`src/rtl/io_clk_strobe_gen.sv`:
```
`default_nettype none
// ============================================================================
// Module   : io_clk_strobe_gen
// Brief    : Converts selected IO clock sources into sys_clk-domain rise/fall
//            strobes per channel, with a settle blanking interval after every
//            enable or source change.
// Revision : 1.0 - initial release
// ============================================================================
module io_clk_strobe_gen #(
  parameter int NUM_CH        = 4,
  parameter int SYNC_STAGES   = 2,
  parameter int SETTLE_CYCLES = 8,
  parameter int ADDR_W        = (NUM_CH > 1) ? $clog2(NUM_CH) : 1
) (
  input  logic              sys_clk,
  input  logic              async_rst_n,
  input  logic              clk_en,
  input  logic [7:0]        io_clk_in,
  input  logic [ADDR_W-1:0] cfg_addr,
  input  logic              cfg_we,
  input  logic [3:0]        cfg_wdata,
  output logic [3:0]        cfg_rdata,
  output logic [NUM_CH-1:0] rise_strobe,
  output logic [NUM_CH-1:0] fall_strobe,
  output logic [NUM_CH-1:0] ch_ready
);

  localparam int               CNT_W      = $clog2(SETTLE_CYCLES + 1);
  localparam logic [CNT_W-1:0] CNT_LOAD   = CNT_W'(SETTLE_CYCLES);
  localparam logic [CNT_W-1:0] CNT_LAST   = CNT_W'(1);
  localparam logic [ADDR_W:0]  NUM_CH_EXT = (ADDR_W + 1)'(NUM_CH);

  typedef enum logic [1:0] {
    ST_DISABLED = 2'd0,
    ST_SETTLE   = 2'd1,
    ST_RUN      = 2'd2
  } state_e;

  // Source 0 is sys_clk itself and is never sampled.
  logic unused_sys_clk_in;
  assign unused_sys_clk_in = io_clk_in[0];

  logic [7:1][SYNC_STAGES-1:0] sync_d;
  logic [7:1][SYNC_STAGES-1:0] sync_q;
  logic [7:1]                  hist_d;
  logic [7:1]                  hist_q;
  logic [7:0]                  synced_vec;
  logic [7:0]                  hist_vec;
  logic                        addr_ok;
  logic [3:0]                  cfg_all [NUM_CH];

  // Next value of each source synchronizer chain and its one-cycle history.
  always_comb begin
    synced_vec = '0;
    for (int s = 1; s < 8; s++) begin
      sync_d[s]     = {sync_q[s][SYNC_STAGES-2:0], io_clk_in[s]};
      synced_vec[s] = sync_q[s][SYNC_STAGES-1];
    end
    hist_d = synced_vec[7:1];
  end

  // Bit 0 stays 0 so a sys_clk selection never yields a sampled edge.
  assign hist_vec = {hist_q, 1'b0};
  assign addr_ok  = ({1'b0, cfg_addr} < NUM_CH_EXT);

  // Free-running synchronizers and history; clk_en deliberately not used here.
  always_ff @(posedge sys_clk or negedge async_rst_n) begin
    if (!async_rst_n) begin
      sync_q <= '0;
      hist_q <= '0;
    end else begin
      sync_q <= sync_d;
      hist_q <= hist_d;
    end
  end

  for (genvar i = 0; i < NUM_CH; i++) begin : g_ch
    state_e           state_d;
    state_e           state_q;
    logic [CNT_W-1:0] cnt_d;
    logic [CNT_W-1:0] cnt_q;
    logic [3:0]       cfg_d;
    logic [3:0]       cfg_q;
    logic             rise_d;
    logic             rise_q;
    logic             fall_d;
    logic             fall_q;
    logic             wr_hit;
    logic [2:0]       sel;
    logic             run;

    assign wr_hit = cfg_we && addr_ok && (cfg_addr == ADDR_W'(i));
    assign sel    = cfg_q[2:0];
    assign run    = (state_q == ST_RUN);

    // Channel FSM, settle counter and registered edge detection.
    always_comb begin
      state_d = state_q;
      cnt_d   = cnt_q;
      cfg_d   = cfg_q;

      if (clk_en && (state_q == ST_SETTLE)) begin
        if (cnt_q == CNT_LAST) begin
          state_d = ST_RUN;
          cnt_d   = '0;
        end else begin
          cnt_d = cnt_q - CNT_LAST;
        end
      end

      // A write overrides any settle progress made in the same cycle.
      if (wr_hit) begin
        cfg_d = cfg_wdata;
        if (!cfg_wdata[3]) begin
          state_d = ST_DISABLED;
          cnt_d   = '0;
        end else if ((state_q == ST_DISABLED) || (cfg_wdata[2:0] != cfg_q[2:0])) begin
          state_d = ST_SETTLE;
          cnt_d   = CNT_LOAD;
        end
      end

      rise_d = clk_en && run &&  synced_vec[sel] && !hist_vec[sel];
      fall_d = clk_en && run && !synced_vec[sel] &&  hist_vec[sel];
    end

    // Channel state registers.
    always_ff @(posedge sys_clk or negedge async_rst_n) begin
      if (!async_rst_n) begin
        state_q <= ST_DISABLED;
        cnt_q   <= '0;
        cfg_q   <= '0;
        rise_q  <= 1'b0;
        fall_q  <= 1'b0;
      end else begin
        state_q <= state_d;
        cnt_q   <= cnt_d;
        cfg_q   <= cfg_d;
        rise_q  <= rise_d;
        fall_q  <= fall_d;
      end
    end

    // Outputs are masked by RUN and the live clk_en so blanking is immediate.
    assign cfg_all[i]     = cfg_q;
    assign ch_ready[i]    = run;
    assign rise_strobe[i] = run && clk_en && ((sel == 3'd0) || rise_q);
    assign fall_strobe[i] = run && clk_en && (sel != 3'd0) && fall_q;
  end

  // Combinational config readback; out-of-range addresses read as zero.
  always_comb begin
    cfg_rdata = '0;
    for (int i = 0; i < NUM_CH; i++) begin
      if (addr_ok && (cfg_addr == ADDR_W'(i))) begin
        cfg_rdata = cfg_all[i];
      end
    end
  end

endmodule
`default_nettype wire

```
`config.mk`:
```
export PLATFORM = sky130hd
export DESIGN_NAME = io_clk_strobe_gen
export DESIGN_NICKNAME = d
export VERILOG_FILES = /design/src/rtl/io_clk_strobe_gen.sv
export SDC_FILE = /design/constraint.sdc
export NUM_CORES = 1
export LEC_CHECK = 0
export ABC_AREA = 0
export CAP_MARGIN = 20
export CORE_AREA = 4 4 73 125
export DETAILED_ROUTE_END_ITERATION = 8
export DIE_AREA = 0 0 77 129
export GPL_TIMING_DRIVEN = 0
export SLEW_MARGIN = 20
export SYNTH_ARGS = -nofsm -noshare
export SYNTH_HDL_FRONTEND = slang
export SYNTH_SLANG_ARGS = --single-unit
```
`constraint.sdc`:
```
create_clock -name sys_clk -period 2.8 [get_ports sys_clk]
set_clock_uncertainty 0.05 [all_clocks]
set_input_delay 0.84 -clock sys_clk [delete_from_list [all_inputs] [get_ports sys_clk]]
set_output_delay 0.84 -clock sys_clk [all_outputs]
set_load 0.005 [all_outputs]
```
Word-level counts from Yosys, hierarchy flattened
Cells that the tools add are included.
{"block": "totals", "ff_bits": 69, "inputBits": 18, "word_cells": 184}
{"block": "classes", "add_sub_neg": 4, "n_lt_le_gt_ge": 4, "eq_ne": 19, "n_mux": 60, "reduce_logical": 69}
{"operator": "$mux 4", "count": 24}
{"operator": "$logic_and 1x1->1", "count": 40}
{"operator": "$mux 2", "count": 20}
{"operator": "$bmux 1 s3", "count": 8}
{"operator": "$eq 4x1->1 const B", "count": 4}
{"operator": "$lt 3x4->1 const B", "count": 4}
{"operator": "$sub 4x1->4 const B", "count": 4}
{"operator": "$eq 2x2->1 const B", "count": 6}
{"operator": "$logic_not 3->1", "count": 4}
{"operator": "$ne 3x3->1", "count": 4}
{"operator": "$reduce_bool 3->1", "count": 4}
{"operator": "$eq 2x1->1 const B", "count": 5}
{"operator": "$logic_not 2->1", "count": 5}
{"operator": "$logic_not 1->1", "count": 8}
{"operator": "$logic_or 1x1->1", "count": 8}
{"operator": "$mux 1", "count": 8}

Logic depth before layout (Yosys ltp)
{"block": "depth", "depth_word": 6, "mapped_depth": 6}

Worst setup path after synthesis
Ideal clock, no wire load.
{"block": "synth_timing", "path_type": "input to output", "start": "in cfg_addr[0]", "end": "out cfg_rdata[0]", "arrival_ns": 1.504, "required_ns": 1.910, "path_slack_ns": 0.406, "cell_stages": 2, "path_buffers": 1, "path_cell_list": "buf_4 > mux4_2"}
{"block": "synth_via", "elab_chain_len": 5, "elab_cells_between_ends": 8}
{"item": "from (decl)", "line_no": "19", "text": "input logic [ADDR_W-1:0] cfg_addr,"}
{"item": "$logic_not 2->1", "line_no": "155", "text": "if (addr_ok && (cfg_addr == ADDR_W'(i))) begin"}
{"item": "$mux 4 (3 in a row)", "line_no": "155"}
{"item": "$mux 4 (*)", "line_no": "155"}
{"item": "to (decl)", "line_no": "22", "text": "output logic [3:0] cfg_rdata,"}
Every way passes the cells marked *; elsewhere a longest branch is shown, timed or not.

Worst setup path after layout
{"block": "layout_timing", "start": "in clk_en", "end": "out fall_strobe[3]"}
{"block": "layout_via", "elab_chain_len": 3}
{"item": "from (decl)", "line_no": "17", "text": "input logic clk_en,"}
{"item": "$logic_and 1x1->1 (3 in a row)", "line_no": "148", "text": "assign fall_strobe[i] = run && clk_en && (sel != 3'd0) && fall_q;"}
{"item": "to (decl)", "line_no": "24", "text": "output logic [NUM_CH-1:0] fall_strobe,"}
Every way passes these cells.

==> flow_summary_export.csv <==
group,metric,value,unit
placement,placed_cells_incl_taps,453,
clock_network,maximum_clock_path_buffer_count,2,
yosys,synth_enable_flop_cells,0,
power,ir_worst_vdd,0.616,mV
global_route,grt_first_pass_wirelength,13.1,mm
final_layout,layout.cell_area.non_filler,4400,um^2
yosys,post_synth_instance_area,3660,um^2
sta,finalCriticalPeriod,2.69,ns
floorplanning,design.die.area,9930,um^2
routing,detailedRoute.firstPassIterationCount,4,
sta,timing_worst_slew_pin_value,0.480,ns
routing,detail_route.drc_violations,0,
worst_setup_path,arrival,1.80,ns
placement,io_buffers,26,
clock_network,cts.sinks,69,
worst_setup_path,slowest_stage,"sky130_fd_sc_hd__dlygate4sd2_1",
yosys,yosys.area_share.xor_xnor,0.0479,
yosys,yosysSeqAreaShare,0.472,
worst_setup_path,timing.critical_path.cells,"clkdlybuf4s15_2 > buf_6 > buf_4 > nand2_2 > nor3b_2 > dlygate4sd2_1",
floorplanning,num_rows,43,
yosys,synth_adder_area_share,0.0274,
worst_setup_path,critical_path_peak_fanout,5,
power,cellLeakagePower,1.95,nW
sta,timing.final.max_slew_violations,0,
job,max-cap-violations,0,
routing,drt-vias-per-instance,5.57,
routing,post_drt_wl_per_cell,17.2,um
floorplanning,die_height,129,um
yosys,dominant_combinational_cell_family_by_area_after_synthesis,"simple AND/OR/NAND/NOR gates",
sta,finalHoldViolCount,0,
worst_setup_path,timing_worst_setup_path_type,"in2out",
yosys,post_synthesis_instance_total,336,
floorplanning,ios,34,
final_layout,fillers,703,
global_route,globalRouteTotalUtil,0.174,
sta,slew_headroom,0.679,
run_status,status,"complete, no violations",
floorplanning,floorplan.initialDensity,0.456,
sta,maximum_clock_rate,0.371,GHz
global_route,initial_antenna_violation_count,0,
yosys,synth_simple_gate_area_share,0.188,
clock_network,post_cts_hold_buffer_count,0,
clock_network,clk_pin_slew_worst_paths,0.06,ns
yosys,async_flop_share,1.00,
placement,pre_cts_slack,-0.599,ns
routing,via_count,2625,
yosys,synth_compound_area_frac,0.0814,
final_layout,num_antenna_cells,0,
placement,gp_congestion,0.786,
clock_network,htree_levels,3,
clock_network,cts-buffers-inserted,9,
placement,placement.cell_area,4050,um^2
global_route,grt_max_degree,39,
clock_network,tritoncts_clock_tree,"yes",
sta,layout_worst_path_cycle_share,0.962,
worst_setup_path,required_time_of_the_critical_path,1.91,ns
yosys,synth.area.mux_share,0.134,
clock_network,later_pin_clock_latency_in_the_skew_report,0.34,ns
routing,dr.first_iter.drc_count,115,
floorplanning,die_width,77,um
final_layout,post_route_cells_drive_above_1_share,0.226,
yosys,dominantRegCellSynth,"sky130_fd_sc_hd__dfrtp_1",
placement,dp.final_hpwl,5.80,mm
sta,count_of_endpoints_failing_setup_in_the_final_report,0,
final_layout,finalNetCount,402,
floorplanning,design.core.area,8020,um^2
worst_hold_path,hold_path_class,"reg2reg",
power,p_per_area,842,nW/um^2
yosys,yosys_warnings,0,
sta,grt_setup_unrepaired,"no",
sta,timing.setup.tns,0,ns
final_layout,multi_input_comb_area,1790,um^2
global_route,gr-total-overflow,0,
final_layout,area_delta_synth_final,20.3,%
yosys,syn-mean-instance-area,10.9,um^2
routing,routed_wl,8.10,mm
worst_setup_path,critPathMaxStageDelay,0.24,ns
global_route,grt_pass1_vias,2590,
final_layout,final_cells,471,
power,post-layout-total-power,3.71,mW
yosys,synthTopCellsByArea,"sky130_fd_sc_hd__dfrtp_1 47%, sky130_fd_sc_hd__mux2_2 5.2%, sky130_fd_sc_hd__nor2_1 4.3%",
yosys,yosys.area.top_type_share,0.472,
yosys,netlist_top_cells_count,"69 x sky130_fd_sc_hd__dfrtp_1, 42 x sky130_fd_sc_hd__nor2_1, 22 x sky130_fd_sc_hd__nand2_1",
sta,setup_ws,0.106,ns
yosys,synth_area_leader_cell,"sky130_fd_sc_hd__dfrtp_1",
yosys,synth.ff_latch_count,69,
yosys,yosys.cell_count.top_type,"sky130_fd_sc_hd__dfrtp_1",
final_layout,register_area,1730,um^2
worst_setup_path,critPathCaptureType,"output port",
clock_network,ctsRootBufferMaster,"sky130_fd_sc_hd__clkbuf_16",
routing,ant_nets,0,
worst_setup_path,crit_path_start_kind,"input pin",
yosys,synth_cell_types,41,
yosys,mapped_nets,362,
worst max-delay path: cells and delay by family:
kind,cells,cell delay [ns]
simple gates,2,0.22
buf+inv,4,0.73
flip-flops by register name, indices dropped and copies added, names as in the netlist:
register and flops:
hist_q 7, g_ch.cnt_q 16, g_ch.rise_q 4, hist_d 7, g_ch.cfg_q 16, g_ch.fall_q 4
g_ch.state_q 8, sync_d 7
layout make-up:
| cell class | count | area share |
|---|---|---|
| Clock inverter | 6 | 0.0142 |
| Clock buffer | 10 | 0.0543 |
| Timing Repair Buffer | 29 | 0.0628 |
| Buffer | 24 | 0.0318 |
| Sequential cell | 69 | 0.392 |
| Tap cell | 90 | 0.0256 |
| Multi-Input combinational cell | 230 | 0.408 |
| Inverter | 13 | 0.0111 |
per-stage QoR:
step                utilization  hold slack, ns
floorplan                     -           0.281
CTS                       0.549           0.297
global placement          0.503           0.284
global route              0.549           0.306
finish                    0.549           0.297
detailed placement        0.505           0.285
report_power, final:
part / leakage, nW / switching (mW) / total, mW / internal, mW
combinational: 0.968 / 0.580 / 1.14 / 0.558
clock: 0.140 / 0.436 / 1.15 / 0.710
sequential: 0.842 / 0.202 / 1.42 / 1.22
cell usage in the layout, fill, tap and decap left out, types with 5 or more instances in the layout:
master                            count
sky130_fd_sc_hd__inv_1               13
sky130_fd_sc_hd__and3b_1              5
sky130_fd_sc_hd__nor2b_1             10
sky130_fd_sc_hd__nor3b_2              5
sky130_fd_sc_hd__xor2_1              12
sky130_fd_sc_hd__dfrtp_1             69
sky130_fd_sc_hd__xnor2_1              8
sky130_fd_sc_hd__nand2_1             18
sky130_fd_sc_hd__buf_2               14
sky130_fd_sc_hd__mux2i_1             14
sky130_fd_sc_hd__clkbuf_16            9
sky130_fd_sc_hd__a21oi_1             11
sky130_fd_sc_hd__dlygate4sd2_1       12
sky130_fd_sc_hd__ha_1                 8
sky130_fd_sc_hd__buf_4                7
sky130_fd_sc_hd__a221oi_1             6
sky130_fd_sc_hd__nor2_1              42
sky130_fd_sc_hd__nor3_1               6
sky130_fd_sc_hd__clkdlybuf4s50_1     12
sky130_fd_sc_hd__a211oi_1             6
sky130_fd_sc_hd__o21ai_0              5
sky130_fd_sc_hd__mux2_2              17
sky130_fd_sc_hd__mux4_2               6
what timing repair did:
item	4_1_cts	5_1_grt
setup buffers	1	0
endpoints found under the setup margin	12	0
resized for setup	28	0
cells by family (layout without fill, tap and decap cells):
kind of cell             count (synthesis)  count (layout)
adder cells (fa/ha/maj)                  8               8
AND/OR/NAND/NOR                        121             121
AO/OA/AOI/OAI                           42              42
buffers and inverters                   37              82
flip-flops                              69              69
multiplexers                            39              39
XOR/XNOR                                20              20
worst paths after layout:
| check | startpoint | to | slack, ns | cells after the start |
|---|---|---|---|---|
| max in group asynchronous | async_rst_n | g_ch[1].cfg_q[2]$_DFFE_PN0P_ | 1.75 | 2 |
| min in group asynchronous | async_rst_n | g_ch[2].cnt_q[1]$_DFF_PN0_ | 0.38 | 1 |
| worst min register to register | sync_d[11]$_DFF_PN0_ | hist_d[6]$_DFF_PN0_ | 0.30 | 0 |
| worst min-delay path | sync_d[11]$_DFF_PN0_ | hist_d[6]$_DFF_PN0_ | 0.30 | 0 |
| worst max-delay path | clk_en | fall_strobe[3] | 0.11 | 6 |
| worst max register to register | g_ch[0].cfg_q[1]$_DFFE_PN0P_ | g_ch[0].fall_q$_DFF_PN0_ | 1.06 | 5 |
metal layers:
metal  share of wire  vias to the layer above  track usage
met1            0.40                     1295        0.189
met2            0.53                       52        0.314
met5               0                        -            0
li1                -                     1258            -
met3           0.039                       20       0.0448
met4           0.032                        0       0.0818
No activity file was read; power rests on OpenSTA's default activity.
